--- src/rtl/time_tube_driver.sv ---
// Scans eight seven-segment tubes as two 4-tube groups from a packed BCD time word.
// Optional separator blinking is enabled by defining TIME_SEP_BLINK_EN.
module time_tube_driver #(
  parameter int CLK_HZ  = 100_000_000,
  parameter int SCAN_HZ = 1_000
) (
  input  logic        clk,
  input  logic        rst,
  input  logic [31:0] time_data,
  output logic [7:0]  digit1,
  output logic [7:0]  digit2,
  output logic [7:0]  tube_sel
);

  localparam int SCAN_DIV = CLK_HZ / SCAN_HZ;
  localparam int DIV_W    = $clog2(SCAN_DIV);

  logic [DIV_W-1:0] divider;
  logic             tick;
  logic [1:0]       idx;
  logic [1:0]       nxt;
  logic             started;
  logic [31:0]      snapshot;
  logic [31:0]      src;
  logic [3:0]       left_nib;
  logic [3:0]       right_nib;
  logic             blink_on;

  function automatic logic [7:0] enc(input logic [3:0] nib, input logic sep_on);
    logic [7:0] seg;
    case (nib)
      4'h0:    seg = 8'hFC;
      4'h1:    seg = 8'h60;
      4'h2:    seg = 8'hDA;
      4'h3:    seg = 8'hF2;
      4'h4:    seg = 8'h66;
      4'h5:    seg = 8'hB6;
      4'h6:    seg = 8'hBE;
      4'h7:    seg = 8'hE0;
      4'h8:    seg = 8'hFE;
      4'h9:    seg = 8'hF6;
      4'hF:    seg = sep_on ? 8'h02 : 8'h00;
      default: seg = 8'h00;
    endcase
    return seg;
  endfunction

  assign tick = (divider == DIV_W'(SCAN_DIV - 1));
  assign nxt  = started ? idx + 2'd1 : 2'd0;
  // The idx0 step reads time_data live so a new frame shows on the same tick it is latched.
  assign src  = (nxt == 2'd0) ? time_data : snapshot;

  always_comb begin
    left_nib  = src[31:28];
    right_nib = src[15:12];
    case (nxt)
      2'd1: begin
        left_nib  = src[27:24];
        right_nib = src[11:8];
      end
      2'd2: begin
        left_nib  = src[23:20];
        right_nib = src[7:4];
      end
      2'd3: begin
        left_nib  = src[19:16];
        right_nib = src[3:0];
      end
      default: begin
        left_nib  = src[31:28];
        right_nib = src[15:12];
      end
    endcase
  end

`ifdef TIME_SEP_BLINK_EN
  localparam int BLINK_W = $clog2(CLK_HZ);

  logic [BLINK_W-1:0] blink_cnt;

  always_ff @(posedge clk or negedge rst) begin
    if (!rst) begin
      blink_cnt <= '0;
    end else if (blink_cnt == BLINK_W'(CLK_HZ - 1)) begin
      blink_cnt <= '0;
    end else begin
      blink_cnt <= blink_cnt + BLINK_W'(1);
    end
  end

  assign blink_on = (blink_cnt < BLINK_W'(CLK_HZ / 2));
`else
  assign blink_on = 1'b1;
`endif

  always_ff @(posedge clk or negedge rst) begin
    if (!rst) begin
      divider <= '0;
    end else if (tick) begin
      divider <= '0;
    end else begin
      divider <= divider + DIV_W'(1);
    end
  end

  always_ff @(posedge clk or negedge rst) begin
    if (!rst) begin
      idx      <= 2'd0;
      started  <= 1'b0;
      snapshot <= 32'h0;
      digit1   <= 8'h00;
      digit2   <= 8'h00;
      tube_sel <= 8'h00;
    end else if (tick) begin
      idx      <= nxt;
      started  <= 1'b1;
      if (nxt == 2'd0) begin
        snapshot <= time_data;
      end
      digit1   <= enc(left_nib, blink_on);
      digit2   <= enc(right_nib, blink_on);
      tube_sel <= 8'b1000_1000 >> nxt;
    end
  end

endmodule

--- config.mk ---
export PLATFORM = sky130hd
export DESIGN_NAME = time_tube_driver
export DESIGN_NICKNAME = d
export VERILOG_FILES = /design/src/rtl/time_tube_driver.sv
export SDC_FILE = /design/constraint.sdc
export NUM_CORES = 1
export LEC_CHECK = 0
export BUFFER_PORTS_ARGS = -buffer_cell sky130_fd_sc_hd__buf_2
export CORE_ASPECT_RATIO = 0.6
export CORE_MARGIN = 3
export CORE_UTILIZATION = 47
export CTS_BUF_LIST = sky130_fd_sc_hd__clkbuf_4 sky130_fd_sc_hd__clkbuf_8 sky130_fd_sc_hd__clkbuf_16
export DETAILED_ROUTE_END_ITERATION = 12
export GPL_TIMING_DRIVEN = 0
export HOLD_SLACK_MARGIN = 0.06
export PLACE_DENSITY = 0.77
export SLEW_MARGIN = 20
export SYNTH_ARGS = -nofsm -noshare
export SYNTH_HDL_FRONTEND = slang
export SYNTH_SLANG_ARGS = --single-unit
export TNS_END_PERCENT = 50
--- constraint.sdc ---
create_clock -name clk -period 4 [get_ports clk]
set_input_delay 0.4 -clock clk [delete_from_list [all_inputs] [get_ports clk]]
set_output_delay 0.4 -clock clk [all_outputs]
set_load 0.005 [all_outputs]
# After elaboration in Yosys (flattened, before gate mapping)
# Index checks and enable logic that the tools add are counted.
# word_totals
mem_bits_ro	0
n_memories	0
register_bits	76
in_bits	34
mem_bits_rw	0
out_inout_bits	24
latch_bits	0
# classes
n_reduce_logical	3
n_mul	0
n_eq_ne	24
mux	7
bitwise_logic	0
n_shift	1
order_cmp	0
addsub	2
n_div	0
# op_table
cell	n
8-bit case mux with 11 select lines	2
4-bit by 3-bit equality test with 1-bit output, second input constant	8
32-bit two-way mux	1
4-bit equality test, second input constant	6
4-bit case mux with 3 select lines	2
17-bit by 1-bit adder with 17-bit output, second input constant	1
17-bit equality test, second input constant	1
17-bit two-way mux	1
4-bit by 2-bit equality test with 1-bit output, second input constant	4
4-bit by 1-bit equality test with 1-bit output, second input constant	2
4-bit logical NOT	2
8-bit by 2-bit >> shifter with 8-bit output, first input constant	1
2-bit equality test, second input constant	2
2-bit by 1-bit adder with 2-bit output, second input constant	1
2-bit by 1-bit equality test with 1-bit output, second input constant	1
2-bit logical NOT	1
2-bit two-way mux	1

# Longest topological paths before layout
# depth
ltp_word	7
depth_mapped	9

# Worst setup path before layout
# OpenSTA, ideal clock, no wires.
# synth_timing
kind	reg-to-reg
start	register divider[0]
end	register snapshot[16]
n_path_buf	3
period_less_slack_ps	2278
setup_time_ps	127
path_slack_ps	1722
path_stages_with_launch	10
t_arrival_ps	2151
path_cell_list	dfrtp_1 -> ha_1 -> and4_1 -> buf_2 -> nand2_1 -> or3_1 -> buf_2 -> a21oi_4 -> buf_6 -> mux2_1
# synth_between
elab_chain_cells	1
# synth_lines
item	line_no	rtl
start, declared	18	logic [DIV_W-1:0] divider;
start signal, assigned	102	divider <= divider + DIV_W'(1);
17-bit equality test	48	assign tick = (divider == DIV_W'(SCAN_DIV - 1));
end signal, assigned	118	snapshot <= time_data;
end, declared	23	logic [31:0] snapshot;
# No other way between the ends.
# A chain may end at the register's enable or synchronous reset.

# Worst setup path in the final report
# layout_timing
start	register divider[0]
end	register snapshot[24]
# Same word-level chain as after synthesis.

==> flow_summary.ini <==
[status]
status = complete, no violations

[synth]
ys_types = 47
synth_flop_cell = dfrtp_1
synthArstFlopShare = 1.00
yosysWarnings = 0
ys_ff_latch = 62
synth-seq-area-share = 0.487
synth_edf_count = 0
synth.area.top_cells = dfrtp_1 (49%), mux2_1 (10%), nand2_1 (3.5%)
synth_top_area_share = 0.487
mappedNetlistArea_um2 = 3180
syn_avg_cell_area_um2 = 10.5
netlist_instances = 302
synth_top_cell_by_area = dfrtp_1
ys_top_cells_by_count = dfrtp_1 (62), nand2_1 (30), mux2_1 (29)
synth.most_common_cell = dfrtp_1

[die]
die_w_um = 112
start_util = 0.503
ioPinCount = 58
fp.dieH_um = 69.7
design.die.area_um2 = 7830
core_area_um2 = 6330
rows = 22

[finish]
area.sequential_um2 = 1550
fin_nets = 404
nFillCells = 530
drive_gt1_frac = 0.260
antenna_cells = 0
area_growth_pct = 20.5
multi_input_area_um2 = 1480
fin_area_um2 = 3830

[sta]
finalHoldViolCount = 0
relSlewSlack = 0.492
fmax_mhz = 387
setup_violations = 0
rsz0062_at_grt = false
post-route-period-util = 0.646
skew_ns = 0.00653
maxSlewViolCount = 0
fin_tns_setup_ns = 0
min_period_ns = 2.59
worst_pin_slew_ns = 0.761

[clocking]
cts_hold_buf = 0
cts_buffers = 9
cts.sinks = 62
clockBufferDepth = 2
postCtsSetupBuffers = 0
insertion_delay_ns = 0.32
htree_levels = 3
cts_tree = yes
root_buffer = clkbuf_16
cts_resized = 0
clk_pin_slew_worst_paths_ns = 0.05

[grt]
grt_busiest_layer = met1
grt_pass1_vias = 2354
grt_use_total = 0.185
antenna_found_initial = 0
gr-usage-met3 = 0.0671
overflow = 0
grt_use_met2 = 0.254
grt_start_max_net_pins = 63
grt_pass1_wl_mm = 11.5
use_met1 = 0.272

[detailed_routing]
wl_per_cell_um = 15.1
final_antenna_net_count = 0
dr.pass1.iters = 4
drtIter0Drc = 151
drt_wl_total_mm = 6.91
route.detailed.drc = 0
vias = 2471
via_per_inst = 5.41

[flow_run]
drv_cap = 0

[place]
io_buffers = 55
gp_congestion = 0.819
placed_area_um2 = 3570
hpwl_mm = 5.13

[setup_path]
r2r_start = divider[0]
critical_path_required_ns = 4.20
worst_r2r_endpoint = snapshot[24]
worstSetupPathType = register to register
cp_data_arrival_time_ns = 2.79
r2r_cells = 9
worstSetupEndpointType = register
r2r_slack_ns = 1.41
worstPathMaxFanout = 9
startpoint_type = register

[pwr]
ir_drop_v = 0.000203
p_leak_nw = 1.87
power_density_nw_per_um2 = 360

[worst_hold_path]
hold_path.class = primary input to async pin
how the worst max path moves through the flow:
stage                    start            to  slack, ns
floorplan           divider[0]  snapshot[16]       1.72
global placement    divider[0]  snapshot[17]       1.48
detailed placement  divider[0]  snapshot[11]       1.43
CTS                 divider[0]  snapshot[25]       1.40
global route        divider[0]  snapshot[20]       1.28
finish              divider[0]  snapshot[24]       1.41
registers in the layout, indices dropped and copies added, names as in the netlist:
| register | count |
|---|---|
| started | 1 |
| digit2 | 7 |
| snapshot | 24 |
| digit1 | 7 |
| tube_sel | 4 |
| idx | 2 |
| divider | 17 |
kinds of logic after synthesis:
| kind of cell | Yosys count | share of synthesized area |
|---|---|---|
| compound gates | 57 | 0.125 |
| xor+xnor | 14 | 0.0385 |
| fa+ha+maj | 1 | 0.00393 |
| buf+inv | 24 | 0.0480 |
| flops | 62 | 0.487 |
| mux | 34 | 0.119 |
| other cells | 1 | 0.00118 |
| simple gates | 109 | 0.177 |
critical path: stages (launching register included):
cell,delay [ns]
dfrtp_1,0.38
ha_1,0.23
and4_1,0.20
buf_2,0.16
nand2_1,0.11
or3_1,0.37
buf_2,0.19
a21oi_4,0.28
buf_6,0.20
mux2_1,0.32
layout by cell type, fill, tap and decap left out, types with 4 or more instances in the layout:
cell        n
nand3_1     9
clkbuf_4    4
nor3_1      5
mux2_1     29
nor2b_1     8
buf_6       4
clkbuf_16   9
nand2_1    30
buf_2      59
o21ai_0    14
clkbuf_1    6
o21ai_1    10
nand2b_1    6
xnor2_1     7
dfrtp_1    62
xor2_1      7
o221ai_2    4
buf_4       8
a21oi_1     9
or3_1       6
nor3b_1     7
nor2_1     22
cell type report:
| cell class | count | area share |
|---|---|---|
| Clock buffer | 13 | 0.0666 |
| Tap cell | 84 | 0.0274 |
| Inverter | 1 | 0.000979 |
| Clock inverter | 2 | 0.00261 |
| Buffer | 23 | 0.0388 |
| Sequential cell | 62 | 0.405 |
| Timing Repair Buffer | 55 | 0.0724 |
| Multi-Input combinational cell | 217 | 0.387 |
report_power, final:
part	switching, mW	internal (mW)	total, mW
Clock	0.246	0.440	0.685
Combinational	0.0385	0.0264	0.0649
Sequential	0.000718	0.630	0.630
Total	0.285	1.10	1.38
layer usage:
metal	vias to the layer above	part of all wire
met5	-	0
met4	0	0.010
met3	10	0.066
met2	69	0.42
met1	1189	0.51
li1	1203	-
metrics by stage:
step | utilization | total power, mW | worst slack [ns] | cells | hold slack [ns]
floorplan | - | 0.668 | 1.72 | 303 | 0.104
global placement | 0.563 | 0.703 | 1.48 | 442 | 0.464
detailed placement | 0.564 | 0.705 | 1.43 | 442 | 0.469
CTS | 0.606 | 1.40 | 1.40 | 457 | 0.178
global route | 0.606 | 1.43 | 1.28 | 457 | 0.224
finish | 0.606 | 1.38 | 1.41 | 457 | 0.149
Note: power is estimated with default switching activity, not from simulation.
